$ cat config.mk
export PLATFORM = sky130hd
export DESIGN_NAME = vadd_minmax_pipe
export DESIGN_NICKNAME = d
export VERILOG_FILES = /design/src/rtl/vadd_pkg.sv /design/src/rtl/vadd_lane_slice.sv /design/src/rtl/vadd_minmax_pipe.sv
export SDC_FILE = /design/constraint.sdc
export NUM_CORES = 1
export LEC_CHECK = 0
export CORE_ASPECT_RATIO = 0.5
export CORE_UTILIZATION = 40
export DETAILED_ROUTE_END_ITERATION = 6
export PLACE_DENSITY = 0.7
export SLEW_MARGIN = 0
export SYNTH_ARGS = -nofsm -noshare
export SYNTH_HDL_FRONTEND = slang
export SYNTH_SLANG_ARGS = --single-unit
$ cat constraint.sdc
create_clock -name clk -period 66.4 [get_ports clk]
set_input_delay 13.28 -clock clk [delete_from_list [all_inputs] [get_ports clk]]
set_output_delay 13.28 -clock clk [all_outputs]
set_load 0.005 [all_outputs]
$ cat src/rtl/vadd_pkg.sv
// vadd_pkg: opcodes, element-width codes and helpers shared by vadd_minmax_pipe
package vadd_pkg;
    localparam logic [4:0] OP_ADD   = 5'd0;
    localparam logic [4:0] OP_SUB   = 5'd1;
    localparam logic [4:0] OP_RSUB  = 5'd2;
    localparam logic [4:0] OP_MINU  = 5'd3;
    localparam logic [4:0] OP_MIN   = 5'd4;
    localparam logic [4:0] OP_MAXU  = 5'd5;
    localparam logic [4:0] OP_MAX   = 5'd6;
    localparam logic [4:0] OP_SEQ   = 5'd7;
    localparam logic [4:0] OP_SNE   = 5'd8;
    localparam logic [4:0] OP_SLTU  = 5'd9;
    localparam logic [4:0] OP_SLT   = 5'd10;
    localparam logic [4:0] OP_SLEU  = 5'd11;
    localparam logic [4:0] OP_SLE   = 5'd12;
    localparam logic [4:0] OP_SGTU  = 5'd13;
    localparam logic [4:0] OP_SGT   = 5'd14;
    localparam logic [4:0] OP_SADDU = 5'd15;
    localparam logic [4:0] OP_SADD  = 5'd16;
    localparam logic [4:0] OP_SSUBU = 5'd17;
    localparam logic [4:0] OP_SSUB  = 5'd18;

    localparam logic [1:0] SEW_8  = 2'd0;
    localparam logic [1:0] SEW_16 = 2'd1;
    localparam logic [1:0] SEW_32 = 2'd2;
    localparam logic [1:0] SEW_64 = 2'd3;

    function automatic int elem_count(input logic [1:0] sew, input int width);
        return width / (8 << sew);
    endfunction
endpackage

$ cat src/rtl/vadd_lane_slice.sv
// vadd_lane_slice: 8-bit add/sub slice; carry-in restarts at an element boundary
module vadd_lane_slice (
    input  logic [7:0] a,
    input  logic [7:0] b,
    input  logic       cin,
    input  logic       sub,
    input  logic       boundary,
    output logic [7:0] sum,
    output logic       cout,
    output logic       msb
);
    assign {cout, sum} = {1'b0, a} + {1'b0, sub ? ~b : b} + {8'd0, boundary ? sub : cin};
    assign msb = sum[7];
endmodule

$ cat src/rtl/vadd_minmax_pipe.sv
// vadd_minmax_pipe: 3-stage vector add/sub/min/max/compare unit with valid/ready;
// define VADD_MINMAX_SAT_EN to add saturating add/sub and the out_sat flag
module vadd_minmax_pipe
    import vadd_pkg::*;
#(
    parameter int DATA_WIDTH = 64,
    parameter int ADDR_WIDTH = 32,
    parameter int SEW_WIDTH  = 2,
    parameter int OP_WIDTH   = 5
) (
    input  logic                  clk,
    input  logic                  rst,
    input  logic [DATA_WIDTH-1:0] in_vec0,
    input  logic [DATA_WIDTH-1:0] in_vec1,
    input  logic [SEW_WIDTH-1:0]  in_sew,
    input  logic [OP_WIDTH-1:0]   in_op,
    input  logic [ADDR_WIDTH-1:0] in_addr,
    input  logic                  in_valid,
    output logic                  in_ready,
    output logic [DATA_WIDTH-1:0] out_vec,
    output logic [ADDR_WIDTH-1:0] out_addr,
    output logic                  out_valid,
`ifdef VADD_MINMAX_SAT_EN
    output logic                  out_sat,
`endif
    input  logic                  out_ready
);
    localparam int NL = DATA_WIDTH / 8;
    localparam int LW = $clog2(NL);

    logic                  stall;
    logic                  s0_v_q, s1_v_q, out_valid_q;
    logic [DATA_WIDTH-1:0] s0_v0_q, s0_v1_q;
    logic [SEW_WIDTH-1:0]  s0_sew_q, s1_sew_q;
    logic [OP_WIDTH-1:0]   s0_op_q, s1_op_q;
    logic [ADDR_WIDTH-1:0] s0_addr_q, s1_addr_q, out_addr_q;
    logic [DATA_WIDTH-1:0] s1_a_q, s1_b_q, s1_sum_q, out_vec_q;
    logic [NL-1:0]         s1_cout_q, s1_msb_q;
    logic [DATA_WIDTH-1:0] a_d, b_d, sum_d, res_d, bytes;
    logic [NL-1:0]         cout_d, msb_d, carry, zero, cmp_bits;
    logic [LW-1:0]         lm0, lm1, tk, eidx;
    logic                  sub_d, sa, sb, ss, ltu, lt, eq, top, cmp, is_cmp;
    logic [7:0]            la, lb, ls, lr;
`ifdef VADD_MINMAX_SAT_EN
    logic                  ovf, sat_d, out_sat_q;
    logic [7:0]            smx, smn;
`endif

    assign stall     = out_valid_q & ~out_ready;
    assign in_ready  = ~stall;
    assign out_vec   = out_vec_q;
    assign out_addr  = out_addr_q;
    assign out_valid = out_valid_q;
`ifdef VADD_MINMAX_SAT_EN
    assign out_sat   = out_sat_q;
`endif

    // lanes-per-element minus one: the low lane-index bits that stay inside one element
    assign lm0 = LW'((4'd1 << s0_sew_q) - 4'd1);
    assign lm1 = LW'((4'd1 << s1_sew_q) - 4'd1);

    // RSUB swaps operands so every subtracting op computes a + ~b + 1
    assign sub_d  = !(s0_op_q == OP_ADD || s0_op_q == OP_SADDU || s0_op_q == OP_SADD);
    assign a_d    = (s0_op_q == OP_RSUB) ? s0_v1_q : s0_v0_q;
    assign b_d    = (s0_op_q == OP_RSUB) ? s0_v0_q : s0_v1_q;
    assign carry  = {cout_d[NL-2:0], 1'b0};
    assign is_cmp = s1_op_q >= OP_SEQ && s1_op_q <= OP_SGT;

    for (genvar k = 0; k < NL; k++) begin : g_lane
        vadd_lane_slice u_slice (
            .a        (a_d[8*k +: 8]),
            .b        (b_d[8*k +: 8]),
            .cin      (carry[k]),
            .sub      (sub_d),
            .boundary ((LW'(k) & lm0) == '0),
            .sum      (sum_d[8*k +: 8]),
            .cout     (cout_d[k]),
            .msb      (msb_d[k])
        );
        assign zero[k] = s1_sum_q[8*k +: 8] == 8'd0;
    end

    // per lane: gather the flags of its element (top lane), then select the result byte or compare bit
    always_comb begin
        bytes = '0;
        cmp_bits = '0;
        res_d = '0;
        tk = '0;
        eidx = '0;
        {sa, sb, ss, ltu, lt, eq, top, cmp} = '0;
        {la, lb, ls, lr} = '0;
`ifdef VADD_MINMAX_SAT_EN
        ovf = 1'b0;
        sat_d = 1'b0;
        smx = '0;
        smn = '0;
`endif
        for (int k = 0; k < NL; k++) begin
            tk = LW'(k) | lm1;
            eidx = LW'(k) >> s1_sew_q;
            top = tk == LW'(k);
            la = s1_a_q[8*k +: 8];
            lb = s1_b_q[8*k +: 8];
            ls = s1_sum_q[8*k +: 8];
            sa = s1_a_q[{tk, 3'b111}];
            sb = s1_b_q[{tk, 3'b111}];
            ss = s1_msb_q[tk];
            ltu = !s1_cout_q[tk];
            lt = (sa != sb) ? sa : ss;
            eq = 1'b1;
            for (int j = 0; j < NL; j++)
                eq = eq & (((LW'(j) | lm1) != tk) | zero[j]);
            case (s1_op_q)
                OP_SEQ:  cmp = eq;
                OP_SNE:  cmp = !eq;
                OP_SLTU: cmp = ltu;
                OP_SLT:  cmp = lt;
                OP_SLEU: cmp = ltu | eq;
                OP_SLE:  cmp = lt | eq;
                OP_SGTU: cmp = !(ltu | eq);
                OP_SGT:  cmp = !(lt | eq);
                default: cmp = 1'b0;
            endcase
`ifdef VADD_MINMAX_SAT_EN
            ovf = 1'b0;
            smx = top ? 8'h7F : 8'hFF;
            smn = top ? 8'h80 : 8'h00;
`endif
            case (s1_op_q)
                OP_ADD, OP_SUB, OP_RSUB: lr = ls;
                OP_MINU: lr = ltu ? la : lb;
                OP_MIN:  lr = lt ? la : lb;
                OP_MAXU: lr = ltu ? lb : la;
                OP_MAX:  lr = lt ? lb : la;
`ifdef VADD_MINMAX_SAT_EN
                OP_SADDU: begin
                    ovf = s1_cout_q[tk];
                    lr = ovf ? 8'hFF : ls;
                end
                OP_SSUBU: begin
                    ovf = ltu;
                    lr = ovf ? 8'h00 : ls;
                end
                OP_SADD: begin
                    ovf = (sa == sb) && (ss != sa);
                    lr = ovf ? (sa ? smn : smx) : ls;
                end
                OP_SSUB: begin
                    ovf = (sa != sb) && (ss != sa);
                    lr = ovf ? (sa ? smn : smx) : ls;
                end
`endif
                default: lr = 8'd0;
            endcase
`ifdef VADD_MINMAX_SAT_EN
            sat_d = sat_d | ovf;
`endif
            bytes[8*k +: 8] = lr;
            if (top) cmp_bits[eidx] = cmp;
        end
        res_d = is_cmp ? DATA_WIDTH'(cmp_bits) : bytes;
    end

    // pipeline registers: the whole pipe freezes on stall; stage data loads only with its valid
    always_ff @(posedge clk) begin
        if (rst) begin
            s0_v_q <= 1'b0;
            s1_v_q <= 1'b0;
            out_valid_q <= 1'b0;
            out_vec_q <= '0;
            out_addr_q <= '0;
`ifdef VADD_MINMAX_SAT_EN
            out_sat_q <= 1'b0;
`endif
        end else if (!stall) begin
            s0_v_q <= in_valid;
            s1_v_q <= s0_v_q;
            out_valid_q <= s1_v_q;
            if (in_valid) begin
                s0_v0_q <= in_vec0;
                s0_v1_q <= in_vec1;
                s0_sew_q <= in_sew;
                s0_op_q <= in_op;
                s0_addr_q <= in_addr;
            end
            if (s0_v_q) begin
                s1_a_q <= a_d;
                s1_b_q <= b_d;
                s1_sum_q <= sum_d;
                s1_cout_q <= cout_d;
                s1_msb_q <= msb_d;
                s1_sew_q <= s0_sew_q;
                s1_op_q <= s0_op_q;
                s1_addr_q <= s0_addr_q;
            end
            if (s1_v_q) begin
                out_vec_q <= res_d;
                out_addr_q <= s1_addr_q;
            end
`ifdef VADD_MINMAX_SAT_EN
            out_sat_q <= s1_v_q & sat_d;
`endif
        end
    end
endmodule

Word-level counts from Yosys, hierarchy flattened
Cells that the tools add are included.
- bitwise operators: 144
- reduce and logical (&&, ||, !) cells: 69
- $add $sub $neg: 18
- shifts and indexed selects: 10
- multiplexer cells: 160
- $lt $le $gt $ge: 32
- equality and inequality tests: 45
- operator list (operator ; number):
    8-bit two-way mux ; 47
    8-bit case mux with 5 select lines ; 8
    64-bit two-way mux ; 3
    8-bit by 8-bit adder with 9-bit output ; 8
    9-bit by 1-bit adder with 9-bit output ; 8
    1-bit OR ; 72
    8-bit zero test ; 8
    8-bit NOT ; 8
    1-bit case mux with 8 select lines ; 8
    1-bit two-way mux ; 63
    3-bit by 4-bit < comparator with 1-bit output (second input constant) ; 15
    1-bit bitwise AND ; 57
    8-bit bitwise mux ; 7
    6-bit by 7-bit < comparator with 1-bit output (second input constant) ; 7
    5-bit by 4-bit == test with 1-bit output (second input constant) ; 8
    1-bit zero test ; 33
    1-bit binary-select mux with 2-bit select ; 12
    1-bit demux with 3-bit select ; 8
    3-bit by 1-bit greater-or-equal comparator with 1-bit output (second input constant) ; 8
    3-bit zero test ; 8
    5-bit by 3-bit == test with 1-bit output (second input constant) ; 4
    3-bit inequality test ; 6
    5-bit by 2-bit == test with 1-bit output (second input constant) ; 3
    1-bit binary-select mux with 3-bit select ; 4
    other kinds (24) ; 65
- output and inout port bits: 98
- bits in registers: 513
- bits of input ports: 171

Logic depth before layout (Yosys ltp)
Gate-level depths: netlist (run 1).
- depth in word-level cells: 30
- mapped depth: 89
- gate-level depth less buffers: 86

Cells and area by module
From an unflattened synthesis (run 1), not the netlist that was laid out.
- cells, all modules: 1936
- area, all modules: 24482.2 µm²
- modules (own cells, without submodules) (module ; cells each ; instances ; area each (µm²)):
    vadd_minmax_pipe ; 1512 ; 1 ; 21189.1
    vadd_lane_slice ; 53 ; 8 ; 411.6

Worst setup path before layout (run 1)
Ideal clock, no wire load.
- path kind: input port to flip-flop
- start: input port rst
- end: register s1_a_q[0], enable pin
- cell stages on the path: 3
- arrival: 30.992 ns
- path slack: 34.228 ns
- required time: 65.220 ns
- setup time: 1.180 ns
- path through: clkbuf_1 > clkbuf_1 > nor3b_1
- longest elaborated chain between the ends: 2
- ends and longest elaborated chain (what ; line ; source):
    from (decl) ; vadd_minmax_pipe.sv:12 ; input logic rst,
    1-bit NOT (no source line) ; - ;
    3-bit AND reduction (no source line) ; - ;
    to (signal assigned) ; vadd_minmax_pipe.sv:187 ; s1_a_q <= a_d;
    to (decl) ; vadd_minmax_pipe.sv:37 ; logic [DATA_WIDTH-1:0] s1_a_q, s1_b_q, s1_sum_q, out_vec_q;
No other way between the ends.
A chain may end at the register's enable or synchronous reset.

Worst setup path after layout (run 1)
- start: input port out_ready
- end: output port in_ready
- longest elaborated chain between the ends: 3
- ends and longest elaborated chain (what ; line ; source):
    from (decl) ; vadd_minmax_pipe.sv:26 ; input logic out_ready
    1-bit NOT ; vadd_minmax_pipe.sv:49 ; assign stall = out_valid_q & ~out_ready;
    1-bit bitwise AND ; vadd_minmax_pipe.sv:49 ;
    1-bit NOT (no source line) ; - ;
    to (decl) ; vadd_minmax_pipe.sv:19 ; output logic in_ready,
No other way between the ends.

==> results of run 1 <==
## metal layers
metal | vias up | track usage
met3 | 92 | 0.0471
met5 | - | 0
met1 | 8085 | 0.269
met2 | 542 | 0.345
li1 | 7622 | -
met4 | 0 | 0.0567
## state kept, by name, indices dropped and copies added (netlist names), 2 cells and up
| register | flops |
|---|---|
| out_vec | 64 |
| s0_v0_q | 64 |
| s0_v1_q | 64 |
| s1_a_q | 64 |
| s1_b_q | 64 |
| s1_sum_q | 64 |
| out_addr | 32 |
| s0_addr_q | 32 |
| s1_addr_q | 32 |
| s1_cout_q | 8 |
| s0_op_q | 5 |
| s1_op_q | 5 |
| s0_sew_q | 2 |
| s1_sew_q | 2 |
## cell usage in the layout (no fill, tap or decap), drive strengths merged, types with 55 or more instances in the layout
cell type / n
a21oi: 98
a222oi: 55
clkbuf: 66
clkdlybuf4s50: 267
dfxtp: 99
edfxtp: 406
ha: 66
inv: 72
mux2: 117
nand2: 165
nor2: 108
o21ai: 64
xnor2: 87
## final timing paths
path	endpoint	slack, ns	cells after the start
worst min-delay path	s1_addr_q[8]	0.42	0
worst min register to register	s1_addr_q[8]	0.42	0
worst max-delay path	in_ready	38.34	4
worst max register to register	s1_cout_q[7]	48.28	86
## cell families (layout without fill, tap and decap cells)
family                     Yosys count  in the layout
buffers and inverters              167            456
other                                0              1
DFF                                505            505
AOI/OAI and AO/OA                  421            421
and+or+nand+nor                    436            436
xor gates and xnor gates           104            104
adders and majority gates           82             82
muxes                              162            162
## through the flow
stage	util	instances	instance area (um^2)
floorplan	-	1877	23900
global placement	0.472	2879	27500
detailed placement	0.472	2879	27500
CTS	0.497	2966	28900
global route	0.497	2967	28900
finish	0.497	2967	28900
## power by group
group	internal [uW]	leakage, uW	switching (uW)
sequential	357	0.00456	5.88
clock	140	0.000724	120
combinational	32.8	0.00478	37.9
total	530	0.0101	164
## worst max-delay path, delay by kind of cell
kind                   cells  cell delay (ns)
and+or+nand+nor            1             0.39
buffers and inverters      3             1.11
## cell type report
class / instances / area, um^2
Antenna cell: 1 / 2.50
Clock buffer: 66 / 1330
Clock inverter: 21 / 126
Fill cell: 5019 / 29300
Inverter: 73 / 274
Multi-Input combinational cell: 1205 / 9140
Sequential cell: 505 / 14200
Tap cell: 800 / 1000
Timing Repair Buffer: 296 / 2900
==> results.ini, run 1 <==
[timing]
hold_violations = 0
fin_crit_ns = 28.06
slew_viol_final = 0
setup_viol = 0
fin_crit_sh = 0.423
slew_headroom = 0.186
final.setup.tns_ns = 0
clock-skew-final_ns = 0.0250
worst_pin_slew_ns = 1.22
rsz0062_at_grt = no
timing.fmax_mhz = 35.6
fin_ws_ns = 38.34
whs_ns = 0.419

[clock_network]
cts_setup_buffers = 0
cts_tree = yes
clk_pin_slew_ns = 0.06
numCtsBuffers = 47
cts.repair.resized = 0
cts_hold_buffers = 0
cts_num_sinks = 505
clockBufferDepth = 3
clock_latency_ns = 0.59
root_buffer = clkbuf_16
ctsHtreeMaxLevel = 2

[logic_synthesis]
yosysTopAreaCellShare = 0.510
yosysWarnings = 0
synth-compound-area-share = 0.128
synth_edf_count = 406
yosysSeqAreaShare = 0.592
synth_cell_type_count = 89
synth_ff_type = edfxtp_1
syn_area_um2 = 23900
syn_inst = 1877
synth-seq-cells = 505
synth-xor-area-share = 0.0381
synthSimpleGateAreaFrac = 0.0895
synth_fa_ha_area_frac = 0.0475
synth_top_area_cell = edfxtp_1
synth_nets = 2129
synth_area_leaders = edfxtp_1, dfxtp_1, mux2_2
ys_async_sr_fraction = 0
synth_common_cells = edfxtp_1, nand2_1, mux2_2
syn_avg_cell_area_um2 = 12.7
synth_top_family_by_area = compound AO/OA/AOI/OAI gates
synth.area.mux_share = 0.0768
synth.most_common_cell = edfxtp_1

[cells_and_area]
final_nets = 2380
syn_to_final_growth_pct = 21.0
drive_above_1_share = 0.120

[drt]
ant_nets = 0
dr_wl_met2_um = 30900
wl_met3_um = 4510
routed_via_density = 5.51
drc_errors = 1
wl_per_cell_um = 21.6
first_pass_iters = 7
drt_first_iter_violations = 1634
top_layer = met4
wl_met1_um = 27300
vias = 16300
routed_wl_um = 64200

[worst_setup_path]
r2r-start = s0_op_q[0]
critPathLaunch = out_ready
cp-end-kind = output pin
worstPathArrival_ns = 14.78
crit_top_cell = clkdlybuf4s50_1
worst-setup-path-type = primary input to output pin
cp_slowest_cell = clkdlybuf4s50_1
worst-path-max-fanout = 6
cp_cell_sequence = clkdlybuf4s50_1 -> nor2b_1 -> inv_1 -> clkdlybuf4s50_1
required_ns = 53.12
critPathMaxStageDelay_ns = 0.49
critPathLaunchType = primary input

[run]
maxCapViolations = 0

[global_route]
antenna_found_initial = 1
gr-total-overflow = 0
grt_max_degree = 164
grt_pass1_wl_um = 95700
grt_usage = 0.206
grt_pass1_vias = 16100

[floorplanning]
fp.coreArea_um2 = 58300
die-area_um2 = 60900
die_h_um = 175
rows = 62
io_pins = 269
start_util = 0.411
dieWidth_um = 348

[power]
power.density_nw_per_um2 = 24.0
p_leak_uw = 0.0101
finalPower_uw = 694
vdd_ir_drop_max_mv = 0.0172

[status]
violations = design-rule violations
status = finished with violations

[min_path]
worstHoldStart = s0_addr_q[8]
hp-class = register to register

[placement]
place_ws_ns = 38.34
place_congestion = 0.945
hpwl_um = 44600
io_buffers = 268

No activity file was read; power rests on OpenSTA's default activity.
==> inputs of run 2 (changes only) <==
--- a/config.mk
+++ b/config.mk
@@ -8,7 +8,7 @@
 export CORE_ASPECT_RATIO = 0.5
 export CORE_UTILIZATION = 40
 export DETAILED_ROUTE_END_ITERATION = 6
-export PLACE_DENSITY = 0.7
+export PLACE_DENSITY = 0.72
 export SLEW_MARGIN = 0
 export SYNTH_ARGS = -nofsm -noshare
 export SYNTH_HDL_FRONTEND = slang
==> constraint.sdc (replaced) <==
create_clock -name clk -period 23.8 [get_ports clk]
set_input_delay 4.76 -clock clk [delete_from_list [all_inputs] [get_ports clk]]
set_output_delay 4.76 -clock clk [all_outputs]
set_load 0.005 [all_outputs]
==> results.ini, run 2 (synthesis results as in run 1) <==
[clock_network]
clock_latency_ns = 0.59
cts_setup_buffers = 0
ctsHtreeMaxLevel = 2
clockBufferDepth = 3
cts.repair.resized = 0
cts_hold_buffers = 0
cts_tree = yes
root_buffer = clkbuf_16
numCtsBuffers = 47
cts_num_sinks = 505
clk_pin_slew_ns = 0.07

[global_route]
antenna_found_initial = 1
grt_pass1_wl_um = 98100
grt_pass1_vias = 16500
grt_max_degree = 87
gr-total-overflow = 0
grt_usage = 0.210

[timing]
hold_violations = 0
fin_crit_ns = 17.49
fin_ws_ns = 6.31
rsz0062_at_grt = no
slew_headroom = 0.253
whs_ns = 0.416
fin_crit_sh = 0.735
slew_viol_final = 0
worst_pin_slew_ns = 1.12
clock-skew-final_ns = 0.0175
timing.fmax_mhz = 57.2
final.setup.tns_ns = 0
setup_viol = 0

[power]
internal-power_uw = 1520
p_sw_uw = 464
vdd_ir_drop_max_mv = 0.0479
p_leak_uw = 0.0101
finalPower_uw = 1980
clkPwrFrac = 0.388
combinationalPowerShare = 0.100
p_sw_frac = 0.234
p_seq_frac = 0.511
power.density_nw_per_um2 = 68.2

[cells_and_area]
drive_above_1_share = 0.122
seq_area_um2 = 14200
final_cell_mix = edfxtp_1, clkdlybuf4s50_1, nand2_1, mux2_2, nor2_1
layout_commonest_cell = edfxtp_1
syn_to_final_growth_pct = 21.3
final_nets = 2378
nFillCells = 5008
multi_input_area_um2 = 9140
fin_util = 0.498

[min_path]
hp-class = register to register

[status]
status = finished with violations
violations = design-rule violations

[floorplanning]
fp.coreArea_um2 = 58300
io_pins = 269
dieWidth_um = 348
start_util = 0.411
die-area_um2 = 60900
rows = 62
die_h_um = 175

[drt]
wl_per_cell_um = 22.0
drt_first_iter_violations = 1768
routed_wl_um = 65200
ant_nets = 0
first_pass_iters = 7
routed_via_density = 5.56
drc_errors = 3
vias = 16500

[worst_setup_path]
critPathLaunchType = register
crit_buf_inv = 2
critPathMaxStageDelay_ns = 0.68
crit_family = compound AO/OA/AOI/OAI gates
required_ns = 24.13
worst-setup-path-type = register to register
cp_slowest_cell = buf_4
worstPathArrival_ns = 17.82
crit_top_cell = o21ai_0
worst-path-max-fanout = 55
cp-end-kind = register

[placement]
place_ws_ns = 6.47
hpwl_um = 46100
place_congestion = 0.966
io_buffers = 268

[run]
maxCapViolations = 0

run 2: path summary, 6_finish.rpt:
check	startpoint	end	slack, ns	cells after the start
max reg2reg	s0_op_q[1]	s1_sum_q[63]	6.31	83
min reg2reg	s0_addr_q[30]	s1_addr_q[30]	0.42	0
min	s0_addr_q[30]	s1_addr_q[30]	0.42	0
max	s0_op_q[1]	s1_sum_q[63]	6.31	83
run 2: per-stage QoR:
stage	cell area, um^2	std cells
2_1_floorplan	23900	1877
3_3_place_gp	27500	2877
3_5_place_dp	27500	2877
4_1_cts	29000	2963
5_1_grt	29000	2964
6_report	29000	2964
run 2: worst register-to-register path: cells and delay by family (launching register included):
kind	cells	cell delay, ns
AOI/OAI and AO/OA	45	6.50
xor gates and xnor gates	2	0.27
adders and majority gates	14	6.16
buffers and inverters	2	0.79
DFF	1	0.47
muxes	3	0.66
and+or+nand+nor	17	2.43
run 2: per-layer routing:
metal  up-vias  wire length, um  track usage
met5         -                0            0
met4         0             1380       0.0545
met3        94             3990       0.0369
met2       533            32400        0.361
met1      8225            27400        0.275
li1       7616                -            -
run 2: final cells by class:
| cell class | count | share of cell area |
|---|---|---|
| clock buffer | 60 | 0.0443 |
| antenna | 1 | 0.0000863 |
| tap | 800 | 0.0345 |
| inverter | 73 | 0.00945 |
| clock inverter | 26 | 0.00897 |
| multi-input combinational | 1205 | 0.315 |
| timing repair buffer | 294 | 0.0991 |
| sequential | 505 | 0.489 |
run 2: power by group through the flow:
stage	Clock, uW	Combinational (uW)	Sequential [uW]
after global placement	0	193	1030
after detailed placement	0	197	1030
after global routing	817	218	1010
after floorplan	0	123	1040
after CTS	785	199	1010
final	768	198	1010
